**src/rtl/lpn_row_sel_ctrl.sv**
```systemverilog
// LPN row selector sequencer: loads the index, paces matrix-A rows,
// then drives the per-batch column shift-out into the multiplier.
module lpn_row_sel_ctrl #(
  parameter int N_ROWS = 450,
  parameter int BATCH  = 128
) (
  input  logic              clk,
  input  logic              reset,
  input  logic              start,
  input  logic              two_batch,
  input  logic [N_ROWS-1:0] index_in,
  input  logic              row_valid,
  output logic              row_ready,
  output logic              sel_index_valid,
  output logic [N_ROWS-1:0] sel_index,
  output logic [8:0]        sel_number,
  output logic              sel_en,
  input  logic              sel_done,
  input  logic              mul_ready,
  output logic              sel_shift_en,
  output logic              batch_done,
  output logic              busy,
  output logic              done,
  output logic              err
);

  typedef enum logic [2:0] {
    S_IDLE,
    S_LOAD,
    S_SELECT,
    S_SHIFT,
    S_BATCH,
    S_FINISH
  } state_t;

  localparam logic [8:0] ROW_END    = 9'(N_ROWS);
  localparam logic [7:0] SHIFT_LAST = 8'(BATCH - 1);
  localparam logic [8:0] NUM_ONE    = 9'(BATCH);
  localparam logic [8:0] NUM_TWO    = 9'(2 * BATCH);

  state_t     state;
  state_t     state_n;
  logic       two_batch_r;
  logic       batch_idx;
  logic       armed;
  logic [8:0] row_cnt;
  logic [7:0] shift_cnt;
  logic       hit;
  logic       exhaust;

  // A sel_done only counts once the selector has been seen below target
  assign hit     = sel_done & armed;
  assign exhaust = (state == S_SELECT) & ~hit & (row_cnt == ROW_END);
  assign sel_en  = row_valid & row_ready;

  always_ff @(posedge clk or posedge reset) begin
    if (reset) state <= S_IDLE;
    else       state <= state_n;
  end

  always_comb begin
    state_n = state;
    unique case (state)
      S_IDLE:   if (start) state_n = S_LOAD;
      S_LOAD:   state_n = S_SELECT;
      S_SELECT: begin
        if (hit)                     state_n = S_SHIFT;
        else if (row_cnt == ROW_END) state_n = S_IDLE;
      end
      S_SHIFT: begin
        if (mul_ready && shift_cnt == SHIFT_LAST)
          state_n = S_BATCH;
      end
      S_BATCH: begin
        if (two_batch_r && !batch_idx) state_n = S_SELECT;
        else                           state_n = S_FINISH;
      end
      S_FINISH: state_n = S_IDLE;
      default:  state_n = S_IDLE;
    endcase
  end

  always_comb begin
    sel_index_valid = 1'b0;
    row_ready       = 1'b0;
    sel_shift_en    = 1'b0;
    batch_done      = 1'b0;
    done            = 1'b0;
    busy            = (state != S_IDLE);
    unique case (state)
      S_LOAD:   sel_index_valid = 1'b1;
      S_SELECT: begin
        row_ready = ~hit & (row_cnt < ROW_END);
        done      = exhaust;
      end
      S_SHIFT:  sel_shift_en = mul_ready;
      S_BATCH:  batch_done = 1'b1;
      S_FINISH: done = 1'b1;
      default: ;
    endcase
  end

  always_ff @(posedge clk or posedge reset) begin
    if (reset) begin
      sel_index   <= '0;
      sel_number  <= '0;
      two_batch_r <= 1'b0;
      err         <= 1'b0;
      row_cnt     <= '0;
      batch_idx   <= 1'b0;
      shift_cnt   <= '0;
      armed       <= 1'b0;
    end else begin
      if (state == S_IDLE && start) begin
        sel_index   <= index_in;
        two_batch_r <= two_batch;
        sel_number  <= two_batch ? NUM_TWO : NUM_ONE;
        err         <= 1'b0;
      end
      if (state == S_LOAD) begin
        row_cnt   <= '0;
        batch_idx <= 1'b0;
      end else if (sel_en) begin
        row_cnt <= row_cnt + 9'd1;
      end
      if (state == S_SELECT)  shift_cnt <= '0;
      else if (sel_shift_en)  shift_cnt <= shift_cnt + 8'd1;
      if (state != S_SELECT && state_n == S_SELECT) armed <= 1'b0;
      else if (state == S_SELECT && !sel_done)      armed <= 1'b1;
      if (exhaust) err <= 1'b1;
      if (state == S_BATCH && two_batch_r && !batch_idx)
        batch_idx <= 1'b1;
    end
  end

endmodule

```
**config.mk**
```make
export PLATFORM = sky130hd
export DESIGN_NAME = lpn_row_sel_ctrl
export DESIGN_NICKNAME = d
export VERILOG_FILES = /design/src/rtl/lpn_row_sel_ctrl.sv
export SDC_FILE = /design/constraint.sdc
export NUM_CORES = 1
export LEC_CHECK = 0
export ABC_AREA = 1
export BUFFER_PORTS_ARGS = -buffer_cell sky130_fd_sc_hd__buf_4
export CORE_AREA = 2 2 355 357
export CTS_CLUSTER_DIAMETER = 200
export DETAILED_ROUTE_END_ITERATION = 16
export DIE_AREA = 0 0 357 359
export GPL_TIMING_DRIVEN = 0
export PLACE_DENSITY_LB_ADDON = 0.25
export SLEW_MARGIN = 0
export SYNTH_ARGS = -nofsm -noshare
export SYNTH_HDL_FRONTEND = slang
export SYNTH_SLANG_ARGS = --single-unit
```
**constraint.sdc**
```tcl
create_clock -name clk -period 18.8 [get_ports clk]
set_clock_uncertainty 0.2 [all_clocks]
set_input_delay 1.88 -clock clk [delete_from_list [all_inputs] [get_ports clk]]
set_output_delay 1.88 -clock clk [all_outputs]
set_load 0.01 [all_outputs]
```
Word level (Yosys, flattened, before mapping) --
Index checks and enable logic that the tools add are counted.
Word-level totals: register bits 483, output and inout port bits 467
Operators by class: add/sub/neg operators 2, order comparisons 1, equal/unequal tests 9, multiplexer cells 22, bitwise operators 6, reductions and logical operators 16
Operator list (count):
- 2-to-1 mux 9 bit | 3
- 2-to-1 mux 8 bit | 2
- 2-to-1 mux 3 bit | 5
- case mux 3 bit (5 select lines) | 1
- 2-to-1 mux 1 bit | 10
- nonzero test 2 bit | 5
- adder 9 x 1 -> 9 bit, second input constant | 1
- equality test 3 x 2 -> 1 bit, second input constant | 3
- equality test 9 bit, second input constant | 1
- less-than comparator 9 bit, second input constant | 1
- adder 8 x 1 -> 8 bit, second input constant | 1
- equality test 8 x 7 -> 1 bit, second input constant | 1
- logical AND 1 bit | 7
- equality test 3 bit, second input constant | 2
- AND 1 bit | 5
- equality test 3 x 1 -> 1 bit, second input constant | 1
- logical NOT 3 bit | 1
- inequality test 3 x 2 -> 1 bit, second input constant | 1
- nonzero test 3 bit | 1
- logical NOT 1 bit | 2
- case mux 1 bit (2 select lines) | 1
- inverter 1 bit | 1

Logic depth before layout (Yosys ltp) --
depth after elaboration 7, depth in mapped cells 9, depth with buffers taken out 9

Least setup slack after synthesis --
Ideal clock, no wire load.
path type in2out, start input sel_done, end output sel_en, data arrival time 2.464 ns, required time 16.720 ns, slack 14.256 ns, cell stages on the path 6, cells stage by stage nand2_1 > inv_1 > nor2_1 > nand3_1 > buf_2 > inv_2
On the way: word-level cells in the longest chain between the ends 5
RTL lines:
- from (decl) | RTL line 18 | input logic sel_done,
- AND 1 bit | RTL line 52 | assign hit = sel_done & armed;
- inverter 1 bit | RTL line 93 | row_ready = ~hit & (row_cnt < ROW_END);
- AND 1 bit | RTL line 93
- 2-to-1 mux 1 bit | RTL line 90 | unique case (state)
- AND 1 bit | RTL line 54 | assign sel_en = row_valid & row_ready;
- to (decl) | RTL line 17 | output logic sel_en,
Every way passes these cells.

Worst setup path after layout --
Same ends and word-level chain as after synthesis.

==> out/metrics.yaml <==
outcome:
  outcome: "completed"
place:
  post-place-ws_ns: 13.91
  place_area_sq_um: 27530
  io_buffer_count: 916
  finalWeightedCongestion: 0.8580
  dp_hpwl_um: 72920
yosys:
  ys_seq_elements: 475
  synthCells: 2120
  synth_edf_count: 0
  ys_types: 26
  synth_commonest_cells: "1418 x nand2_1, 475 x dfrtp_1, 59 x buf_2, 33 x buf_4, 26 x inv_1"
  synth-seq-area-share_pct: 64.42
  ys_dominant_reg_cell: "dfrtp_1"
  synth_top_area_share_pct: 64.42
  syn_area_per_cell_sq_um: 8.703
  ys_async_sr_fraction_pct: 100.0
  synth.most_common_cell: "nand2_1"
  synth_top_area_cell: "dfrtp_1"
  ys_top_cells_by_area: "dfrtp_1 64%, nand2_1 29%, buf_2 1.6%, buf_4 1.3%, nand3_1 0.57%"
  yosys_warnings: 0
  mappedNetlistArea_sq_um: 18450
worst_setup_path:
  path_cells: "buf_4 > nand2_1 > inv_1 > nor2_1 > nand3_1 > buf_2 > inv_2 > buf_4"
  path_max_fanout: 10
  crit_type: "in2out"
  endpoint_kind: "primary output"
  critPathMaxStageDelay_ns: 0.20
  cp.arrival_ns: 2.80
  critPathRequiredTime_ns: 16.72
  crit_path_frequent_cell: "buf_4"
  cpMaxStageDelayCell: "buf_2"
  startpoint_type: "input port"
sta:
  period_needed_ns: 4.875
  setup_viol: 0
  fmax_mhz: 205.1
  slew_headroom_pct: 53.15
  slew_viol_final: 0
  hold_ws_ns: 0.2772
  layout_setup_ws_ns: 13.92
  hold_viol: 0
  tns_ns: 0
  fin_crit_sh_pct: 25.93
  rsz0062_at_grt: "false"
  worst_pin_slew_ns: 0.7027
cts:
  cts_resized: 0
  clk_path_buf_depth: 3
  clkTransAtPathRegs_ns: 0.06
  tritoncts: "built"
  cts.hold.buffers_added: 0
  postCtsSetupBuffers: 0
  cts_made_buffers: 61
  htree_levels: 2
  clock-sinks: 475
  insertion_delay_ns: 0.64
  clock_tree.root_cell: "clkbuf_16"
route:
  finalWirelength_um: 92260
  via_count: 17380
  vias_per_cell: 3.609
  first_pass_iters: 5
  first_iter_violations: 949
  avgRoutedWirePerCell_um: 19.16
  ant_nets: 0
  drc: 0
finish:
  layout-drive-gt1-share_pct: 35.72
  syn_to_final_growth_pct: 60.50
  post-route-util_pct: 23.77
  fin_nets: 3569
  fill_cells: 13840
  fin_area_sq_um: 29610
die:
  die_h_um: 359
  fp.coreArea_sq_um: 124600
  dieWidth_um: 357
  die_area_sq_um: 128200
  io_pins: 924
  rows: 130
  start_util_pct: 14.81
run:
  maxCapViolCount: 0
power:
  ir_drop_v: 0.00008051
  p_leak_nw: 16.24
  cellPowerDensity_nw_per_um2: 168.3
hold_path:
  hold_path_class: "reg2reg"
global_route:
  grt_max_degree: 116
  antenna_found_initial: 37
  track_usage_pct: 13.95
  grt_pass1_wl_um: 128900
  grt_pass1_vias: 17490
  gr-total-overflow: 0
## power breakdown
group	total (mW)	internal [mW]	switching (mW)
Clock	1.21	0.718	0.492
Sequential	1.76	1.49	0.272
Combinational	2.01	0.898	1.12
## through the flow
step / std cells / total power [mW]
final: 4816 / 4.984
after global routing: 4810 / 5.341
after CTS: 4808 / 5.102
after detailed placement: 4696 / 3.843
after global placement: 4692 / 3.838
after floorplan: 2126 / 2.589
## area by class of cell
type	instances	area, sq um	share of cell area (%)
Sequential cell	475	11890	40.14
Timing Repair Buffer	920	6987	23.59
Multi-Input combinational cell	1509	5818	19.65
Tap cell	1650	2064	6.972
Clock buffer	92	1856	6.266
Buffer	112	655.6	2.214
Clock inverter	20	205.2	0.6929
Inverter	30	120.1	0.4056
Antenna cell	8	20.02	0.06760
## flip-flops by register name, indices dropped and copies added (netlist names)
signal      count
sel_index     450
row_cnt         9
shift_cnt       8
state           3
sel_number      2
armed           1
batch_idx       1
err             1
## path summary, 6_finish.rpt
| path | cells past startpoint | from | slack, ns | endpoint |
|---|---|---|---|---|
| setup / recovery | 8 | sel_done | 13.92 | sel_en |
| hold / removal | 2 | sel_index[374] | 0.28 | sel_index[374] |
| setup reg to reg | 9 | state[1] | 16.40 | sel_index[301] |
| hold reg to reg | 2 | sel_index[374] | 0.28 | sel_index[374] |
| max in group asynchronous | 4 | reset | 15.78 | sel_index[362] |
| min in group asynchronous | 2 | reset | 1.02 | sel_index[100] |
## worst max-delay path, delay by kind of cell
family / cells / cell delay [ns]
buffers and inverters: 5 / 0.58
and+or+nand+nor: 3 / 0.33
## kinds of logic (layout without fill, tap and decap cells)
kind of cell	Yosys count	count (layout)	share of synthesized area, %
other cells	1	15	0.02032
compound gates	15	15	0.4544
xor+xnor	3	3	0.1424
flops	475	475	64.42
simple gates	1481	1481	30.59
buf+inv	142	1174	4.164
fa+ha+maj	3	3	0.2035
## per-layer routing
metal	GRT usage [%]	vias up	share of wire, %
met5	0	-	0.24
met4	3.880	36	2.5
met3	5.264	140	9.5
met2	22.93	661	47
met1	16.92	8158	41
li1	-	8386	-
## cells in the final DEF (no fill, tap or decap), types with 5 or more instances in the layout
cell,instances
nand3_1,21
buf_4,949
nand4_1,7
dfrtp_1,475
buf_6,5
buf_2,59
diode_2,8
clkbuf_1,27
conb_1,7
o21ai_0,8
inv_1,25
clkinv_2,8
clkbuf_16,63
clkbuf_8,17
nand2_1,1418
nor2_1,25
No activity file was read; power rests on OpenSTA's default activity.
